## src/rtl/mul_share_arbiter_if.sv

```systemverilog
// Two-requester operand bus plus the shared result channel of mul_share_arbiter.
// slave is the arbiter side; master is the requester/consumer side.
interface mul_share_arbiter_if;
  logic       req0_valid;
  logic [3:0] req0_a;
  logic [3:0] req0_b;
  logic       req0_ready;
  logic       req1_valid;
  logic [3:0] req1_a;
  logic [3:0] req1_b;
  logic       req1_ready;
  logic       rsp_valid;
  logic [7:0] rsp_prod;
  logic       rsp_id;
  logic       rsp_ready;

  modport slave (
    input  req0_valid, req0_a, req0_b, req1_valid, req1_a, req1_b, rsp_ready,
    output req0_ready, req1_ready, rsp_valid, rsp_prod, rsp_id
  );

  modport master (
    output req0_valid, req0_a, req0_b, req1_valid, req1_a, req1_b, rsp_ready,
    input  req0_ready, req1_ready, rsp_valid, rsp_prod, rsp_id
  );
endinterface

```

## src/rtl/mul_share_arbiter.sv

```systemverilog
// One 4x4 array multiplier shared by two requesters: round-robin grant in IDLE,
// a fixed CALC_CYCLES settle window, then the product is held until consumed.
module ARRAY_MUL (
  input  logic [3:0] a,
  input  logic [3:0] b,
  output logic [7:0] mul
);
  logic [4:0][7:0] acc;

  assign acc[0] = '0;
  for (genvar i = 0; i < 4; i++) begin : g_row
    assign acc[i+1] = acc[i] + ({8{b[i]}} & (8'(a) << i));
  end
  assign mul = acc[4];
endmodule

module mul_share_arbiter #(
  parameter int CALC_CYCLES = 2
) (
  input  logic               clk,
  input  logic               rst,
  mul_share_arbiter_if.slave bus,
  output logic               busy
);
  typedef enum logic [1:0] {IDLE, CALC, DONE} state_e;

  localparam logic [3:0] CNT_INIT = 4'(CALC_CYCLES - 1);

  state_e     state_q, state_d;
  logic [3:0] cnt_q, cnt_d;
  logic [3:0] a_q, a_d, b_q, b_d;
  logic       id_q, id_d;
  logic       last_q, last_d;
  logic       rid_q, rid_d;
  logic [7:0] prod_q, prod_d;
  logic [7:0] mul;
  logic       any_v, gnt1, idle;

  ARRAY_MUL u_mul (.a(a_q), .b(b_q), .mul(mul));

  // A tie goes to whoever did not win last; a lone requester always wins.
  assign any_v = bus.req0_valid | bus.req1_valid;
  assign gnt1  = bus.req1_valid & (~bus.req0_valid | ~last_q);
  assign idle  = (state_q == IDLE) & ~rst;

  assign bus.req0_ready = idle & bus.req0_valid & ~gnt1;
  assign bus.req1_ready = idle & gnt1;
  assign bus.rsp_valid  = (state_q == DONE);
  assign bus.rsp_prod   = prod_q;
  assign bus.rsp_id     = rid_q;
  assign busy           = (state_q != IDLE);

  always_comb begin
    state_d = state_q;
    cnt_d   = cnt_q;
    a_d     = a_q;
    b_d     = b_q;
    id_d    = id_q;
    last_d  = last_q;
    rid_d   = rid_q;
    prod_d  = prod_q;
    case (state_q)
      IDLE: if (any_v) begin
        a_d     = gnt1 ? bus.req1_a : bus.req0_a;
        b_d     = gnt1 ? bus.req1_b : bus.req0_b;
        id_d    = gnt1;
        last_d  = gnt1;
        cnt_d   = CNT_INIT;
        state_d = CALC;
      end
      CALC: if (cnt_q == 4'd0) begin
        prod_d  = mul;
        rid_d   = id_q;
        state_d = DONE;
      end else begin
        cnt_d   = cnt_q - 4'd1;
      end
      DONE: if (bus.rsp_ready) state_d = IDLE;
      default: state_d = IDLE;
    endcase
  end

  always_ff @(posedge clk) begin
    if (rst) begin
      state_q <= IDLE;
      cnt_q   <= '0;
      a_q     <= '0;
      b_q     <= '0;
      id_q    <= 1'b0;
      last_q  <= 1'b1;
      rid_q   <= 1'b0;
      prod_q  <= '0;
    end else begin
      state_q <= state_d;
      cnt_q   <= cnt_d;
      a_q     <= a_d;
      b_q     <= b_d;
      id_q    <= id_d;
      last_q  <= last_d;
      rid_q   <= rid_d;
      prod_q  <= prod_d;
    end
  end
endmodule

```

## src/flat_wrapper.sv

```systemverilog
// flat-port wrapper written by rule: the top's interface ports become plain ports
module mul_share_arbiter_flat 
#(
  parameter int CALC_CYCLES = 2
)
  (clk, rst, busy, bus_req0_valid, bus_req0_a, bus_req0_b, bus_req1_valid, bus_req1_a, bus_req1_b, bus_rsp_ready, bus_req0_ready, bus_req1_ready, bus_rsp_valid, bus_rsp_prod, bus_rsp_id);
  mul_share_arbiter_if bus_i ();
  input  logic clk;
  input  logic rst;
  output logic busy;
  input wire logic [$bits(bus_i.req0_valid)-1:0] bus_req0_valid;
  input wire logic [$bits(bus_i.req0_a)-1:0] bus_req0_a;
  input wire logic [$bits(bus_i.req0_b)-1:0] bus_req0_b;
  input wire logic [$bits(bus_i.req1_valid)-1:0] bus_req1_valid;
  input wire logic [$bits(bus_i.req1_a)-1:0] bus_req1_a;
  input wire logic [$bits(bus_i.req1_b)-1:0] bus_req1_b;
  input wire logic [$bits(bus_i.rsp_ready)-1:0] bus_rsp_ready;
  output wire logic [$bits(bus_i.req0_ready)-1:0] bus_req0_ready;
  output wire logic [$bits(bus_i.req1_ready)-1:0] bus_req1_ready;
  output wire logic [$bits(bus_i.rsp_valid)-1:0] bus_rsp_valid;
  output wire logic [$bits(bus_i.rsp_prod)-1:0] bus_rsp_prod;
  output wire logic [$bits(bus_i.rsp_id)-1:0] bus_rsp_id;
  assign bus_i.req0_valid = bus_req0_valid;
  assign bus_i.req0_a = bus_req0_a;
  assign bus_i.req0_b = bus_req0_b;
  assign bus_i.req1_valid = bus_req1_valid;
  assign bus_i.req1_a = bus_req1_a;
  assign bus_i.req1_b = bus_req1_b;
  assign bus_i.rsp_ready = bus_rsp_ready;
  assign bus_req0_ready = bus_i.req0_ready;
  assign bus_req1_ready = bus_i.req1_ready;
  assign bus_rsp_valid = bus_i.rsp_valid;
  assign bus_rsp_prod = bus_i.rsp_prod;
  assign bus_rsp_id = bus_i.rsp_id;
  mul_share_arbiter #(.CALC_CYCLES(CALC_CYCLES)) u_core (.clk(clk), .rst(rst), .bus(bus_i), .busy(busy));
endmodule
```

## config.mk

```make
export PLATFORM = sky130hd
export DESIGN_NAME = mul_share_arbiter_flat
export DESIGN_NICKNAME = d
export VERILOG_FILES = /design/src/rtl/mul_share_arbiter_if.sv /design/src/rtl/mul_share_arbiter.sv /design/src/flat_wrapper.sv
export SDC_FILE = /design/constraint.sdc
export NUM_CORES = 1
export LEC_CHECK = 0
export ABC_AREA = 1
export CORE_UTILIZATION = 50
export DETAILED_ROUTE_END_ITERATION = 8
export DONT_BUFFER_PORTS = 1
export MAX_ROUTING_LAYER = met4
export PLACE_DENSITY = 0.66
export SLEW_MARGIN = 25
export SYNTH_ARGS = -nofsm -noshare
export SYNTH_HDL_FRONTEND = slang
export SYNTH_HIERARCHICAL = 1
export SYNTH_SLANG_ARGS = --single-unit
```

## constraint.sdc

```tcl
create_clock -name clk -period 3.2 [get_ports clk]
set_input_delay 0.48 -clock clk [delete_from_list [all_inputs] [get_ports clk]]
set_output_delay 0.48 -clock clk [all_outputs]
set_load 0.005 [all_outputs]
```

-- Word level (Yosys, flattened, before mapping)
Cells that the tools add are included.
W data, S select, Z words.
- register bits: 25
- $add $sub $neg: 4
- eq/ne operators: 6
- multiplexer cells: 9
- bitwise gates (word level): 15
- reduce and logical (&&, ||, !) cells: 8
- operators with widths (operator ; count):
    $add A8 B8 Y8 ; 3
    $mux W4 ; 4
    $and A8 B4 Y8 ; 1
    $and A8 B5 Y8 ; 1
    $and A8 B6 Y8 ; 1
    $and A8 B7 Y8 ; 1
    $pmux W4 S2 ; 1
    $mux W2 ; 3
    $pmux W2 S3 ; 1
    $reduce_and A3 Y1 ; 2
    $and A1 B1 Y1 ; 5
    $logic_not A4 Y1 ; 1
    $ne A2 B1 Y1 const B ; 2
    $ne A2 B2 Y1 const B ; 2
    $not A1 Y1 ; 4
    $reduce_and A2 Y1 ; 2
    $reduce_bool A2 Y1 ; 2
    $sub A4 B1 Y4 const B ; 1
    $eq A2 B1 Y1 const B ; 1
    $eq A2 B2 Y1 const B ; 1
    $logic_not A2 Y1 ; 1
    $or A1 B1 Y1 ; 2

-- Logic depth before layout (Yosys ltp)
- depth after elaboration: 5
- gate-level depth with buffers: 14

-- Modules after synthesis
Netlist, hierarchy kept.
- by module, submodules not included (module ; instances ; cells each ; area each (µm²) ; seq. area each (µm²)):
    mul_share_arbiter ; 1 ; 137 ; 1057.3 ; 500.5
    ARRAY_MUL ; 1 ; 66 ; 432.9 ; 0.0

-- Least setup slack after synthesis
Ideal clock, no wire load.
- kind: reg-to-reg
- start point: reg u_core.b_q[0]
- end point: reg u_core.prod_q[7], in the netlist u_core/bus.rsp_prod[7]
- arrival: 2.536 ns
- slack: 0.548 ns
- stages on the path, launching flop included: 15
- buffers on the path: 0
- clock period less this slack: 2.652 ns
- cell sequence: dfxtp_1 nand2_1 inv_1 fa_1 inv_1 fa_1 inv_1 ha_1 fa_1 nand2_1 nand3_1 nand3_1 nand2_1 nor2_1 nor2_1
- longest elaborated chain between the ends: 4
- RTL lines (element ; line ; source):
    start, declared ; mul_share_arbiter.sv:31 ; logic [3:0] a_q, a_d, b_q, b_d;
    start signal, assigned ; mul_share_arbiter.sv:88 ; b_q <= '0;
    start signal, assigned ; mul_share_arbiter.sv:97 ; b_q <= b_d;
    $and A8 B4 Y8 ; mul_share_arbiter.sv:12 ; assign acc[i+1] = acc[i] + ({8{b[i]}} & (8'(a) << i));
    $add A8 B8 Y8 (3 in a row) ; mul_share_arbiter.sv:12 ;
    via u_core.mul[7] ; mul_share_arbiter.sv:36 ; logic [7:0] mul;
    end signal, assigned ; mul_share_arbiter.sv:101 ; prod_q <= prod_d;
    end, declared ; mul_share_arbiter.sv:35 ; logic [7:0] prod_q, prod_d;
The timed path passes the listed nets, and every way through them passes these cells.
A chain may end at the register's enable or synchronous reset.

-- Worst setup path after layout
Same ends and word-level chain as after synthesis.

==> metrics.yaml <==
cts_setup_buffers: 0
cts_tree: "built"
worstPathRequired_ns: 3.43
status: "completed"
irDropWorstVdd_mv: 0.370
gp_congestion: 0.851
placed_cell_area_sq_um: 1510
worstReg2RegEnd: "u_core/bus.rsp_prod[7]$_SDFFE_PP0P_"
fp.dieH_microns: 56.6
drc: 0
final_cell_mix: "54 x nand2_1, 27 x inv_1, 27 x nor2_1"
insertion_delay_ns: 0.32
drtAntennaViolNets: 0
timing.slew.headroom_pct: 72.5
cp-endpoint: "u_core/bus.rsp_prod[7]$_SDFFE_PP0P_"
final-hold-violation-count: 0
setup.worst_path.class: "flip-flop to flip-flop"
crit_path_start_kind: "flip-flop"
synth_top_area_share_pct: 33.6
skew_ns: 0.00712
yosys_warnings: 6
timing.final.ws_setup_ns: 0.397
finalSetupTns_ns: 0
cts_hold_buffers: 0
io_buffers: 0
finalHoldWorstSlack_ns: 0.203
synth_cell_types: 22
grt_pass1_vias: 1201
period_share_pct: 87.6
clk_pin_slew_ns: 0.15
synth_fp_nets: 241
drt_iter0_drc: 55
drv_cap: 0
nets: 244
fin_crit_ns: 2.80
cts_sinks: 25
fmax_mhz: 357
num_rows: 19
yosysTopAreaCell: "dfxtp_1"
crit_path_max_fanout: 5
vias: 1214
crit_path_end_kind: "flip-flop"
ys_top_cells_by_area: "dfxtp_1 34%, nand2_1 14%, ha_1 10%"
netlist_area_sq_um: 1490
start_util_pct: 53.6
synthCells: 203
grt_use_total_pct: 20.2
place_hpwl_mm: 2.20
syn_area_per_cell_sq_um: 7.34
syn_to_final_growth_pct: 3.61
rsz0062_at_grt: "false"
drv_slew: 0
overflow: 0
cts_resized: 0
setup.worst_path.start: "u_core/b_q[0]$_SDFFE_PP0P_"
cp.arrival_ns: 3.03
r2r_setup_slack_ns: 0.40
min_path_type: "primary input to flip-flop"
layout_commonest_cell: "nand2_1"
numCtsBuffers: 3
totalPowerFinal_uw: 809
powerDensity_nw_per_um2: 524
fillers: 291
final_area_sq_um: 1540
wire_per_inst_microns: 11.6
ys_seq_area_share_pct: 33.6
coreArea_sq_um: 2780
reg2reg_from: "u_core/b_q[0]$_SDFFE_PP0P_"
root_buffer: "clkbuf_4"
leakagePower_nw: 0.854
clk_path_buf_depth: 2
totalWireLength_mm: 2.74
grt_pass1_wl_mm: 5.05
dieArea_sq_um: 3200
chipWidth_microns: 56.6
worst_pin_slew_ns: 0.412
grt_antenna_before_repair: 0
setup-violations-final: 0
grt_max_degree: 16
synth-seq-cells: 25
firstDrtPassIters: 4
cts_max_level: 1
n_antenna_cell: 0
drive_above_1_share_pct: 8.78
ioPinCount: 34
vias_per_cell: 5.14
ff2ff_path_depth: 14
dpl_worst_slack_ns: 0.396
flip-flops by register name (all words and copies together), names as in the netlist:
register and cells:
u_core/b_q 4, u_core/bus.rsp_prod 8, u_core/state_q 2, u_core/last_q 1, u_core/a_q 4, u_core/id_q 1
u_core/bus.rsp_id 1, u_core/cnt_q 4
cells by family (layout without fill, tap and decap cells):
| group | after synthesis | after routing | share of synthesized area [%] |
|---|---|---|---|
| buf+inv | 34 | 36 | 9.07 |
| fa+ha+maj | 17 | 17 | 16.8 |
| compound gates | 19 | 19 | 7.89 |
| xor+xnor | 1 | 1 | 0.588 |
| flops | 25 | 25 | 33.6 |
| simple gates | 107 | 107 | 32.1 |
routing by layer:
layer  vias up  track usage, %  share of wire (%)
met3         2            4.61                6.3
met5         -               -                  0
met1       536            26.6                 48
met4         0            3.14               0.44
li1        637               -                  -
met2        39            32.4                 46
final cells by class:
class                   count  area (sq um)  area share (%)
clock buffers               3          22.5            1.46
clock inverters             1          7.51           0.486
inverters                  32           120            7.78
multi-input cells         144           855            55.3
flip-flops and latches     25           500            32.4
well taps                  31          38.8            2.51
metrics by stage:
stage	utilization [%]	cells
after floorplan	-	203
after global placement	54.4	232
after detailed placement	54.4	232
after CTS	55.5	236
after global routing	55.5	236
final	55.5	236
worst min path at each step:
stage	endpoint	start	cells past startpoint	slack, ns
floorplan	u_core/id_q$_SDFFE_PP0P_	u_core/id_q$_SDFFE_PP0P_	2	0.43
global placement	u_core/id_q$_SDFFE_PP0P_	u_core/id_q$_SDFFE_PP0P_	2	0.44
detailed placement	u_core/id_q$_SDFFE_PP0P_	u_core/id_q$_SDFFE_PP0P_	2	0.46
CTS	u_core/state_q[1]$_SDFFE_PP0P_	rst	1	0.19
global route	u_core/state_q[1]$_SDFFE_PP0P_	rst	1	0.18
finish	u_core/state_q[1]$_SDFFE_PP0P_	rst	1	0.20
report_power, final:
part	switching, mW	total [mW]	internal, mW
clock	0.0987	0.146	0.0476
combinational	0.155	0.238	0.0833
sequential	0.0541	0.425	0.371
total	0.307	0.809	0.502
critical path, stage by stage, from the launching register on:
cell     delay, ns
dfxtp_1       0.37
nand2_1       0.08
inv_1         0.05
fa_1          0.53
inv_1         0.05
fa_1          0.53
inv_1         0.04
ha_1          0.22
fa_1          0.43
nand2_1       0.09
nand3_1       0.07
nand3_1       0.07
nand2_1       0.05
nor2_1        0.09
nor2_1        0.05
synthesized netlist by cell type:
cell type,count
buf_6,1
nor2_2,2
a21oi_1,5
dfxtp_1,25
nand2_1,54
ha_1,12
xor2_1,1
o21ai_4,1
nand3_1,16
clkbuf_1,1
nor3_1,2
nor2_1,27
inv_1,27
nand4_1,1
inv_2,5
nor2_4,2
a21oi_4,1
nand2_2,1
nor3_4,1
nor2_8,1
o21ai_0,12
fa_1,5
(Power assumes the default switching activity.)
